===== src/rtl/data_router_pkg.sv =====
// Shared select encodings and slot state type for the 1-to-2 data router.
package data_router_pkg;

  localparam logic SEL_S = 1'b1;
  localparam logic SEL_T = 1'b0;

  typedef enum logic {SLOT_EMPTY, SLOT_FULL} slot_state_t;

endpackage


===== src/rtl/data_router_slot.sv =====
// One-entry registered valid/ready output buffer; load and drain may coincide.
module router_slot
  import data_router_pkg::*;
#(
  parameter int WIDTH = 32
) (
  input  logic             clk,
  input  logic             rst_n,
  input  logic             load_i,
  input  logic [WIDTH-1:0] data_i,
  input  logic             ready_i,
  output logic             valid_o,
  output logic [WIDTH-1:0] data_o,
  output logic             free_o
);

  slot_state_t      state_q, state_d;
  logic [WIDTH-1:0] data_q, data_d;

  // A slot can accept a word when empty or when its current word leaves this cycle.
  assign free_o  = (state_q == SLOT_EMPTY) | ready_i;
  assign valid_o = (state_q == SLOT_FULL);
  assign data_o  = data_q;

  always_comb begin
    state_d = state_q;
    data_d  = data_q;
    if (load_i) begin
      state_d = SLOT_FULL;
      data_d  = data_i;
    end else if (ready_i) begin
      state_d = SLOT_EMPTY;
    end
  end

  always_ff @(posedge clk or negedge rst_n) begin
    if (!rst_n) begin
      state_q <= SLOT_EMPTY;
      data_q  <= '0;
    end else begin
      state_q <= state_d;
      data_q  <= data_d;
    end
  end

endmodule


===== src/rtl/data_router.sv =====
// 1-to-2 steering stage: routes each input word to port S (sel=1) or T (sel=0).
// Optional per-port transfer counters are built when DATA_ROUTER_STATS_EN is defined.
module data_router
  import data_router_pkg::*;
#(
  parameter int WIDTH = 32
`ifdef DATA_ROUTER_STATS_EN
  ,
  parameter int CNT_W = 16
`endif
) (
  input  logic             clk,
  input  logic             rst_n,
`ifdef DATA_ROUTER_STATS_EN
  input  logic             stats_clr,
  output logic [CNT_W-1:0] s_count,
  output logic [CNT_W-1:0] t_count,
`endif
  input  logic             in_valid,
  output logic             in_ready,
  input  logic             in_sel,
  input  logic [WIDTH-1:0] in_data,
  output logic             s_valid,
  input  logic             s_ready,
  output logic [WIDTH-1:0] s_data,
  output logic             t_valid,
  input  logic             t_ready,
  output logic [WIDTH-1:0] t_data
);

  logic free_s, free_t;
  logic load_s, load_t;

  // Readiness depends only on the selected slot, so a stalled target blocks the input.
  assign in_ready = (in_sel == SEL_S) ? free_s : free_t;
  assign load_s   = in_valid & in_ready & (in_sel == SEL_S);
  assign load_t   = in_valid & in_ready & (in_sel == SEL_T);

  router_slot #(.WIDTH(WIDTH)) u_slot_s (
    .clk     (clk),
    .rst_n   (rst_n),
    .load_i  (load_s),
    .data_i  (in_data),
    .ready_i (s_ready),
    .valid_o (s_valid),
    .data_o  (s_data),
    .free_o  (free_s)
  );

  router_slot #(.WIDTH(WIDTH)) u_slot_t (
    .clk     (clk),
    .rst_n   (rst_n),
    .load_i  (load_t),
    .data_i  (in_data),
    .ready_i (t_ready),
    .valid_o (t_valid),
    .data_o  (t_data),
    .free_o  (free_t)
  );

`ifdef DATA_ROUTER_STATS_EN
  logic [CNT_W-1:0] s_cnt_q, s_cnt_d;
  logic [CNT_W-1:0] t_cnt_q, t_cnt_d;

  // Clear wins over a same-cycle increment; counters wrap naturally.
  always_comb begin
    s_cnt_d = s_cnt_q;
    t_cnt_d = t_cnt_q;
    if (stats_clr) begin
      s_cnt_d = '0;
      t_cnt_d = '0;
    end else begin
      if (s_valid & s_ready) s_cnt_d = s_cnt_q + CNT_W'(1);
      if (t_valid & t_ready) t_cnt_d = t_cnt_q + CNT_W'(1);
    end
  end

  always_ff @(posedge clk or negedge rst_n) begin
    if (!rst_n) begin
      s_cnt_q <= '0;
      t_cnt_q <= '0;
    end else begin
      s_cnt_q <= s_cnt_d;
      t_cnt_q <= t_cnt_d;
    end
  end

  assign s_count = s_cnt_q;
  assign t_count = t_cnt_q;
`endif

endmodule

===== config.mk =====
export PLATFORM = sky130hd
export DESIGN_NAME = data_router
export DESIGN_NICKNAME = d
export VERILOG_FILES = /design/src/rtl/data_router_pkg.sv /design/src/rtl/data_router_slot.sv /design/src/rtl/data_router.sv
export SDC_FILE = /design/constraint.sdc
export NUM_CORES = 1
export LEC_CHECK = 0
export CAP_MARGIN = 20
export CORE_MARGIN = 3
export CORE_UTILIZATION = 40
export CTS_CLUSTER_SIZE = 12
export DETAILED_ROUTE_END_ITERATION = 10
export GPL_ROUTABILITY_DRIVEN = 0
export PLACE_DENSITY_LB_ADDON = 0.15
export SKIP_CTS_REPAIR_TIMING = 1
export SYNTH_ARGS = -nofsm -noshare
export SYNTH_HDL_FRONTEND = slang
export SYNTH_SLANG_ARGS = --single-unit

===== constraint.sdc =====
create_clock -name clk -period 4.3 [get_ports clk]
set_input_delay 0.43 -clock clk [delete_from_list [all_inputs] [get_ports clk]]
set_output_delay 0.43 -clock clk [all_outputs]
set_load 0.01 [all_outputs]

==> results.json, run 1 <==
{
  "status": "completed",
  "cts_tree": "yes",
  "syn_inst": 146,
  "drive_above_1_share": 0.315,
  "endpoint": "in_ready",
  "holdCritPathClass": "in -> async",
  "yosysWarningCount": 0,
  "final_area_um2": 3780,
  "yosysSeqAreaShare": 0.655,
  "area_growth_pct": 50.1,
  "power_leakage_nw": 1.57,
  "initial_core_util": 0.418,
  "syn_nets": 184,
  "synth_area_leader_cell": "dfrtp_1",
  "routed_wl_mm": 5.17,
  "io_buffer_count": 104,
  "fp.dieW_um": 85.4,
  "drt_iter0_drc": 41,
  "drc": 0,
  "netlist_area_um2": 2520,
  "n_fill_cell": 487,
  "fp.coreArea_um2": 6030,
  "critical_path_class": "in -> out",
  "r2r_setup_slack_ps": 2450,
  "drt-vias-per-instance": 4.66,
  "vias": 1560,
  "synth_top_area_frac": 0.655,
  "r2r-start": "u_slot_s.valid_o",
  "synth_seq_cells": 66,
  "htree_levels": 3,
  "grt_antenna_before_repair": 0,
  "fmax_mhz": 446,
  "synth_area_leaders": "dfrtp_1, mux2_2, buf_6",
  "grt_pass1_wl_mm": 8.60,
  "slowest_stage": "clkdlybuf4s50_1",
  "cp_max_fo": 3,
  "setup_viol": 0,
  "crit_start": "s_ready",
  "final.setup.tns_ps": 0,
  "worstMarginPinSlew_ps": 915,
  "dieArea_um2": 7290,
  "path_clk_slew_ps": 70,
  "worst_slack_ps": 2060,
  "cp_common_cell": "clkdlybuf4s50_1",
  "grt_max_degree": 36,
  "io_pins": 105,
  "clock_sinks": 66,
  "grt-ovfl-total": 0,
  "powerDensity_nw_per_um2": 466,
  "ant_nets": 0,
  "cts-root-to-sink-buffers": 2,
  "rr_worst_depth": 3,
  "place_ws_ps": 1830,
  "max_stage_delay_ps": 550,
  "rows": 28,
  "rr_endpoint": "u_slot_s.data_o[18]",
  "clk_latency_ps": 320,
  "relSlewSlack": 0.389,
  "rsz0062_at_grt": "false",
  "dpl_cell_area_um2": 3590,
  "fin_crit_ps": 2240,
  "synth.avg_cell_area_um2": 17.3,
  "crit_required_ps": 3870,
  "worstPathArrival_ps": 1810,
  "place_hpwl_mm": 3.61,
  "worstPathCellList": "clkdlybuf4s50_1, and2b_1, a21oi_1, clkdlybuf4s50_1",
  "grt_pass1_vias": 1753,
  "crit_path_start_kind": "input port",
  "die_h_um": 85.4,
  "antenna_cells": 0,
  "finalMaxSlewViolations": 0,
  "hold_violations": 0,
  "synthDistinctLibCells": 15,
  "cts_buffers": 9,
  "endpoint_kind": "primary output",
  "num-nets-final": 295,
  "routedWlPerCell_um": 15.4,
  "clock_skew_ps": 10.5,
  "maxCapViolations": 0,
  "root_buffer": "clkbuf_8",
  "fin_crit_sh": 0.522,
  "peakVddDrop_mv": 0.326,
  "drtPass1Iterations": 3,
  "grtUsageTotal": 0.152
}
[per-stage QoR]
stage                     power, mW  instances  hold WS, ps   util
after floorplan               0.977        146          134      -
after global placement         1.27        321          467  0.596
after detailed placement       1.28        321          477  0.596
after CTS                      1.79        335          194  0.628
after global routing           1.86        335          222  0.628
final                          1.76        335          177  0.628
[registers in the layout, indices dropped and copies added (netlist names)]
signal	count
u_slot_s.data_o	32
u_slot_t.data_o	32
u_slot_s.valid_o	1
u_slot_t.valid_o	1
[where the power goes]
part	internal, mW	switching, mW
combinational	0.306	0.166
sequential	0.732	0.0537
clock	0.291	0.214
[critical path, delay by kind of cell]
kind	cells	cell delay [ps]
buf+inv	2	1000
simple gates	1	220
compound gates	1	170
[area by class of cell]
class                           count  area, um^2  share of cell area
Multi-Input combinational cell     73         792               0.209
Clock buffer                       11         151              0.0400
Clock inverter                      3        40.0              0.0106
Sequential cell                    66        1650               0.437
Timing Repair Buffer              106        1050               0.278
Inverter                            1        3.75            0.000992
Tap cell                           75        93.8              0.0248
[cells in the final DEF, fill, tap and decap left out]
master	Yosys	routed
a21oi_1	1	1
and2b_1	1	1
buf_2	0	1
buf_4	0	2
bufinv_16	0	1
clkbuf_8	2	11
clkdlybuf4s50_1	0	103
clkinv_2	0	2
dfrtp_1	66	66
inv_1	1	1
mux2_1	2	2
mux2_2	62	62
nand2_1	1	1
nand2b_2	1	1
nor2_1	1	1
nor2_4	1	1
nor3b_4	1	1
o21ai_0	1	1
or2b_1	1	1
[routing by layer]
layer  global-route usage  wire (um)  vias up
li1                     -          -      727
met1                0.193       2240      770
met2                0.237       2490       56
met3               0.0534        380        7
met4               0.0604         64        0
met5                    0          0        -
[how the worst min path moves through the flow]
| stage | from | to | slack (ps) | cells past startpoint |
|---|---|---|---|---|
| 4_1_cts | rst_n | u_slot_t.data_o[17] | 190 | 1 |
| 3_3_place_gp | u_slot_s.data_o[5] | u_slot_s.data_o[5] | 470 | 1 |
| 3_5_place_dp | u_slot_s.data_o[5] | u_slot_s.data_o[5] | 480 | 1 |
| 2_1_floorplan | rst_n | u_slot_s.data_o[0] | 130 | 0 |
| 6_report | rst_n | u_slot_t.data_o[17] | 180 | 1 |
| 5_1_grt | rst_n | u_slot_t.data_o[17] | 220 | 1 |
[logic make-up (layout without fill, tap and decap cells)]
group,count (synthesis),after routing,synth area share
buffers and inverters,7,121,0.0303
flip-flops,66,66,0.655
AND/OR/NAND/NOR,7,7,0.0243
multiplexers,64,64,0.286
AO/OA/AOI/OAI,2,2,0.00397
[Yosys cell counts]
cell type	instances
and2b_1	1
inv_1	1
mux2_1	2
dfrtp_1	66
nand2_1	1
clkbuf_8	2
nor2_1	1
or2b_1	1
buf_6	4
nor3b_4	1
nand2b_2	1
a21oi_1	1
nor2_4	1
mux2_2	62
o21ai_0	1
(Power assumes the default switching activity.)
==> run 2, diff against run 1 <==
- clock period: 4.3 -> 2.3 ns (I/O delays scaled with it)
==> run 2 against run 1 <==
First-iteration DRC count is 61% lower. Highest routed layer unchanged. Critical endpoint unchanged. Flip-flop and latch count unchanged. Critical path depth fell by 1. Global-route usage is 0.66 points higher. Critical path type is now reg -> out.
==> results.json, run 2 (synthesis results as in run 1) <==
{
  "worst_slack_ps": 441,
  "crit_required_ps": 2070,
  "grt_pass1_vias": 1739,
  "cp_num_buf_inv": 1,
  "antenna_cells": 0,
  "crit_family": "buffers and inverters",
  "maxCapViolations": 0,
  "cts_tree": "yes",
  "holdCritPathClass": "in -> async",
  "clock_skew_ps": 4.74,
  "worstPathCellList": "and2b_1, a21oi_1, clkdlybuf4s50_1",
  "place_ws_ps": 460,
  "fin_crit_sh": 0.808,
  "drt-vias-per-instance": 4.65,
  "initial_core_util": 0.418,
  "final.setup.tns_ps": 0,
  "drive_above_1_share": 0.317,
  "rr_worst_depth": 4,
  "clk_latency_ps": 330,
  "area_growth_pct": 51.7,
  "root_buffer": "clkbuf_8",
  "endpoint_kind": "primary output",
  "cp_max_fo": 3,
  "n_fill_cell": 470,
  "critical_path_class": "reg -> out",
  "io_buffer_count": 104,
  "hold_violations": 0,
  "slowest_stage": "clkdlybuf4s50_1",
  "clock_sinks": 66,
  "power_leakage_nw": 1.59,
  "fin_crit_ps": 1860,
  "num-nets-final": 299,
  "rsz0062_at_grt": "false",
  "worstPathArrival_ps": 1630,
  "path_clk_slew_ps": 70,
  "final_area_um2": 3820,
  "grt_pass1_wl_mm": 8.71,
  "cp_num_cells": 3,
  "dieArea_um2": 7290,
  "max_stage_delay_ps": 560,
  "powerDensity_nw_per_um2": 859,
  "finalMaxSlewViolations": 0,
  "status": "completed",
  "peakVddDrop_mv": 0.548,
  "grtUsageTotal": 0.158,
  "final_cell_mix": "clkdlybuf4s50_1, dfrtp_1, mux2_2",
  "fin_cells": 340,
  "cts-root-to-sink-buffers": 2,
  "finalPower_mw": 3.29,
  "routed_wl_mm": 5.30,
  "drt_iter0_drc": 16,
  "grt_antenna_before_repair": 0,
  "vias": 1580,
  "place_hpwl_mm": 3.67,
  "crit_path_start_kind": "flip-flop",
  "cts_buffers": 9,
  "drtPass1Iterations": 4,
  "dpl_cell_area_um2": 3630,
  "utilization": 0.634,
  "grt_max_degree": 67,
  "dp.cells": 324,
  "fp.coreArea_um2": 6030,
  "relSlewSlack": 0.765,
  "setup_viol": 0,
  "ant_nets": 0,
  "fmax_mhz": 538,
  "drc": 0,
  "die_h_um": 85.4,
  "routedWlPerCell_um": 15.6,
  "htree_levels": 3,
  "final_common_cell": "clkdlybuf4s50_1",
  "worstMarginPinSlew_ps": 352,
  "grt-ovfl-total": 0,
  "worst_hold_slack_ps": 444,
  "rows": 28,
  "fp.dieW_um": 85.4,
  "io_pins": 105
}
[run 2: worst reg2reg max path: stages, from the launching register on]
cell and delay [ps]:
dfrtp_1 390, nand2b_2 90, nor3b_4 190, buf_4 310, mux2_2 380
[run 2: layer usage]
layer / part of all wire / up-vias / GRT usage
li1: - / 736 / -
met1: 0.43 / 778 / 0.189
met2: 0.48 / 58 / 0.247
met3: 0.077 / 8 / 0.0553
met4: 0.016 / 0 / 0.0906
met5: 0 / - / 0
[run 2: path summary, 6_finish.rpt]
check | from | endpoint | slack [ps]
setup / recovery | u_slot_s.valid_o | in_ready | 440
hold / removal | rst_n | u_slot_t.data_o[17] | 440
setup reg to reg | u_slot_t.valid_o | u_slot_t.data_o[20] | 810
hold reg to reg | u_slot_s.data_o[6] | u_slot_s.data_o[6] | 490
max in group asynchronous | rst_n | u_slot_s.data_o[26] | 1570
min in group clk | u_slot_s.data_o[6] | u_slot_s.data_o[6] | 490
[run 2: area by class of cell]
cell class | instances | area (um^2) | share of cell area
Multi-Input combinational cell | 73 | 792 | 0.207
Inverter | 1 | 3.75 | 0.000982
Clock inverter | 3 | 40.0 | 0.0105
Sequential cell | 66 | 1650 | 0.432
Clock buffer | 12 | 145 | 0.0380
Timing Repair Buffer | 110 | 1100 | 0.287
Tap cell | 75 | 93.8 | 0.0245
[run 2: power breakdown]
part           switching [mW]  internal [mW]  leakage [nW]
combinational           0.312          0.580         0.716
sequential              0.103           1.37         0.777
clock                   0.399          0.521        0.0962
==> run 3, diff against run 2 <==
- CORE_UTILIZATION: 40 -> 38
- clock period: 2.3 -> 1.6 ns (I/O delays scaled with it)
==> run 3 against run 2 <==
Total power is 46% higher. Die area is 4.9% higher. Worst hold slack worse by 140 ps. Critical path type is now reg -> reg. Largest power group unchanged.
==> results.json, run 3 (synthesis results as in run 1) <==
{
  "holdCritPathClass": "in -> async",
  "maxCapViolations": 0,
  "cp_num_buf_inv": 1,
  "crit_path_start_kind": "flip-flop",
  "drive_above_1_share": 0.326,
  "routedWlPerCell_um": 15.3,
  "hold_violations": 0,
  "pwr-share-clk": 0.290,
  "critical_path_class": "reg -> reg",
  "worstPathCellList": "nand2b_2, nor3b_4, buf_12, mux2_2",
  "fp.coreArea_um2": 6390,
  "grt_max_degree": 27,
  "path_clk_slew_ps": 70,
  "setup_viol": 0,
  "worstPathArrival_ps": 1650,
  "final_area_um2": 3910,
  "dp.cells": 328,
  "cp_num_cells": 4,
  "fin_crit_ps": 1450,
  "clk_latency_ps": 320,
  "max_stage_delay_ps": 400,
  "vias": 1622,
  "num-nets-final": 301,
  "final_cell_mix": "clkdlybuf4s50_1, dfrtp_1, mux2_2",
  "drc": 0,
  "rr_worst_depth": 4,
  "power_leakage_nw": 1.62,
  "ant_nets": 0,
  "crit_required_ps": 1800,
  "cellInternalPower_mw": 3.66,
  "dieArea_um2": 7640,
  "initial_core_util": 0.395,
  "io_buffer_count": 104,
  "grt_antenna_before_repair": 0,
  "cts-root-to-sink-buffers": 2,
  "drtPass1Iterations": 2,
  "multiInputGateArea_um2": 792,
  "grt_pass1_vias": 1757,
  "clock_skew_ps": 3.82,
  "combPwrFrac": 0.270,
  "antenna_cells": 0,
  "fmax_mhz": 690,
  "final_common_cell": "clkdlybuf4s50_1",
  "drt-vias-per-instance": 4.72,
  "p_seq_frac": 0.440,
  "fin_cells": 344,
  "die_h_um": 87.4,
  "cp_max_fo": 19,
  "cts_tree": "yes",
  "root_buffer": "clkbuf_8",
  "io_pins": 105,
  "peakVddDrop_mv": 0.759,
  "rows": 29,
  "swShare": 0.240,
  "netSwitchingPower_mw": 1.15,
  "area_growth_pct": 55.2,
  "cts_buffers": 9,
  "endpoint_kind": "flip-flop",
  "htree_levels": 3,
  "grtUsageTotal": 0.147,
  "slowest_stage": "dfrtp_1",
  "finalMaxSlewViolations": 0,
  "clock_sinks": 66,
  "dpl_cell_area_um2": 3690,
  "n_fill_cell": 531,
  "powerDensity_nw_per_um2": 1230,
  "regArea_um2": 1650,
  "relSlewSlack": 0.707,
  "status": "completed",
  "worstMarginPinSlew_ps": 440,
  "fin_crit_sh": 0.905,
  "routed_wl_mm": 5.26,
  "place_hpwl_mm": 3.93,
  "grt_pass1_wl_mm": 8.41,
  "fp.dieW_um": 87.4,
  "crit_family": "flip-flops",
  "drt_iter0_drc": 29,
  "grt-ovfl-total": 0,
  "rsz0062_at_grt": "false"
}
==> run 3: cell count changes in the layout (fill, tap and decap cells not counted), sizes merged <==
| cell | before | now |
|---|---|---|
| buf | 6 | 8 |
| clkbuf | 12 | 13 |
| clkdlybuf4s50 | 103 | 102 |
| clkinv | 2 | 1 |
| dlymetal6s2s | 0 | 1 |
==> run 3: cell type report <==
class	count	area share
Timing Repair Buffer	112	0.298
Clock buffer	13	0.0432
Clock inverter	2	0.00896
Multi-Input combinational cell	73	0.202
Inverter	1	0.000960
Sequential cell	66	0.422
Tap cell	77	0.0246
==> run 3: power groups by stage <==
stage / registers, mW / logic, mW / clock network, mW
floorplan: 2.29 / 0.340 / 0
detailed placement: 2.15 / 1.32 / 0
global route: 2.15 / 1.40 / 1.53
finish: 2.12 / 1.30 / 1.39
CTS: 2.12 / 1.33 / 1.45
global placement: 2.14 / 1.31 / 0
==> run 3: per-layer routing <==
layer | track usage | share of wire | vias to the layer above
li1 | - | - | 743
met1 | 0.175 | 0.41 | 810
met2 | 0.238 | 0.48 | 59
met3 | 0.0501 | 0.081 | 10
met4 | 0.0669 | 0.020 | 0
met5 | 0 | 0 | -
==> run 3: metrics by stage <==
step           power, mW  worst slack (ps)   util  setup TNS [ps]  hold WS (ps)
6_report            4.81               152  0.612               0           309
5_1_grt             5.08               107  0.612               0           345
4_1_cts             4.90              -193  0.611            -193          -225
3_5_place_dp        3.47              -127  0.579           -6250           131
3_3_place_gp        3.45             -91.8  0.579           -4800           124
2_1_floorplan       2.63               186      -               0          -136
==> run 3: path summary, 6_finish.rpt <==
kind,slack [ps],start,to
setup / recovery,150,u_slot_t.valid_o,u_slot_t.data_o[13]
hold / removal,310,rst_n,u_slot_t.data_o[2]
setup reg to reg,150,u_slot_t.valid_o,u_slot_t.data_o[13]
hold reg to reg,500,u_slot_s.data_o[5],u_slot_s.data_o[5]
max in group asynchronous,730,rst_n,u_slot_s.data_o[13]
min in group clk,470,in_data[5],u_slot_s.data_o[5]
==> run 3: worst register-to-register path: cells and delay by family (launching register included) <==
family / cells / cell delay, ps
buf+inv: 1 / 210
flops: 1 / 400
mux: 1 / 350
simple gates: 2 / 370
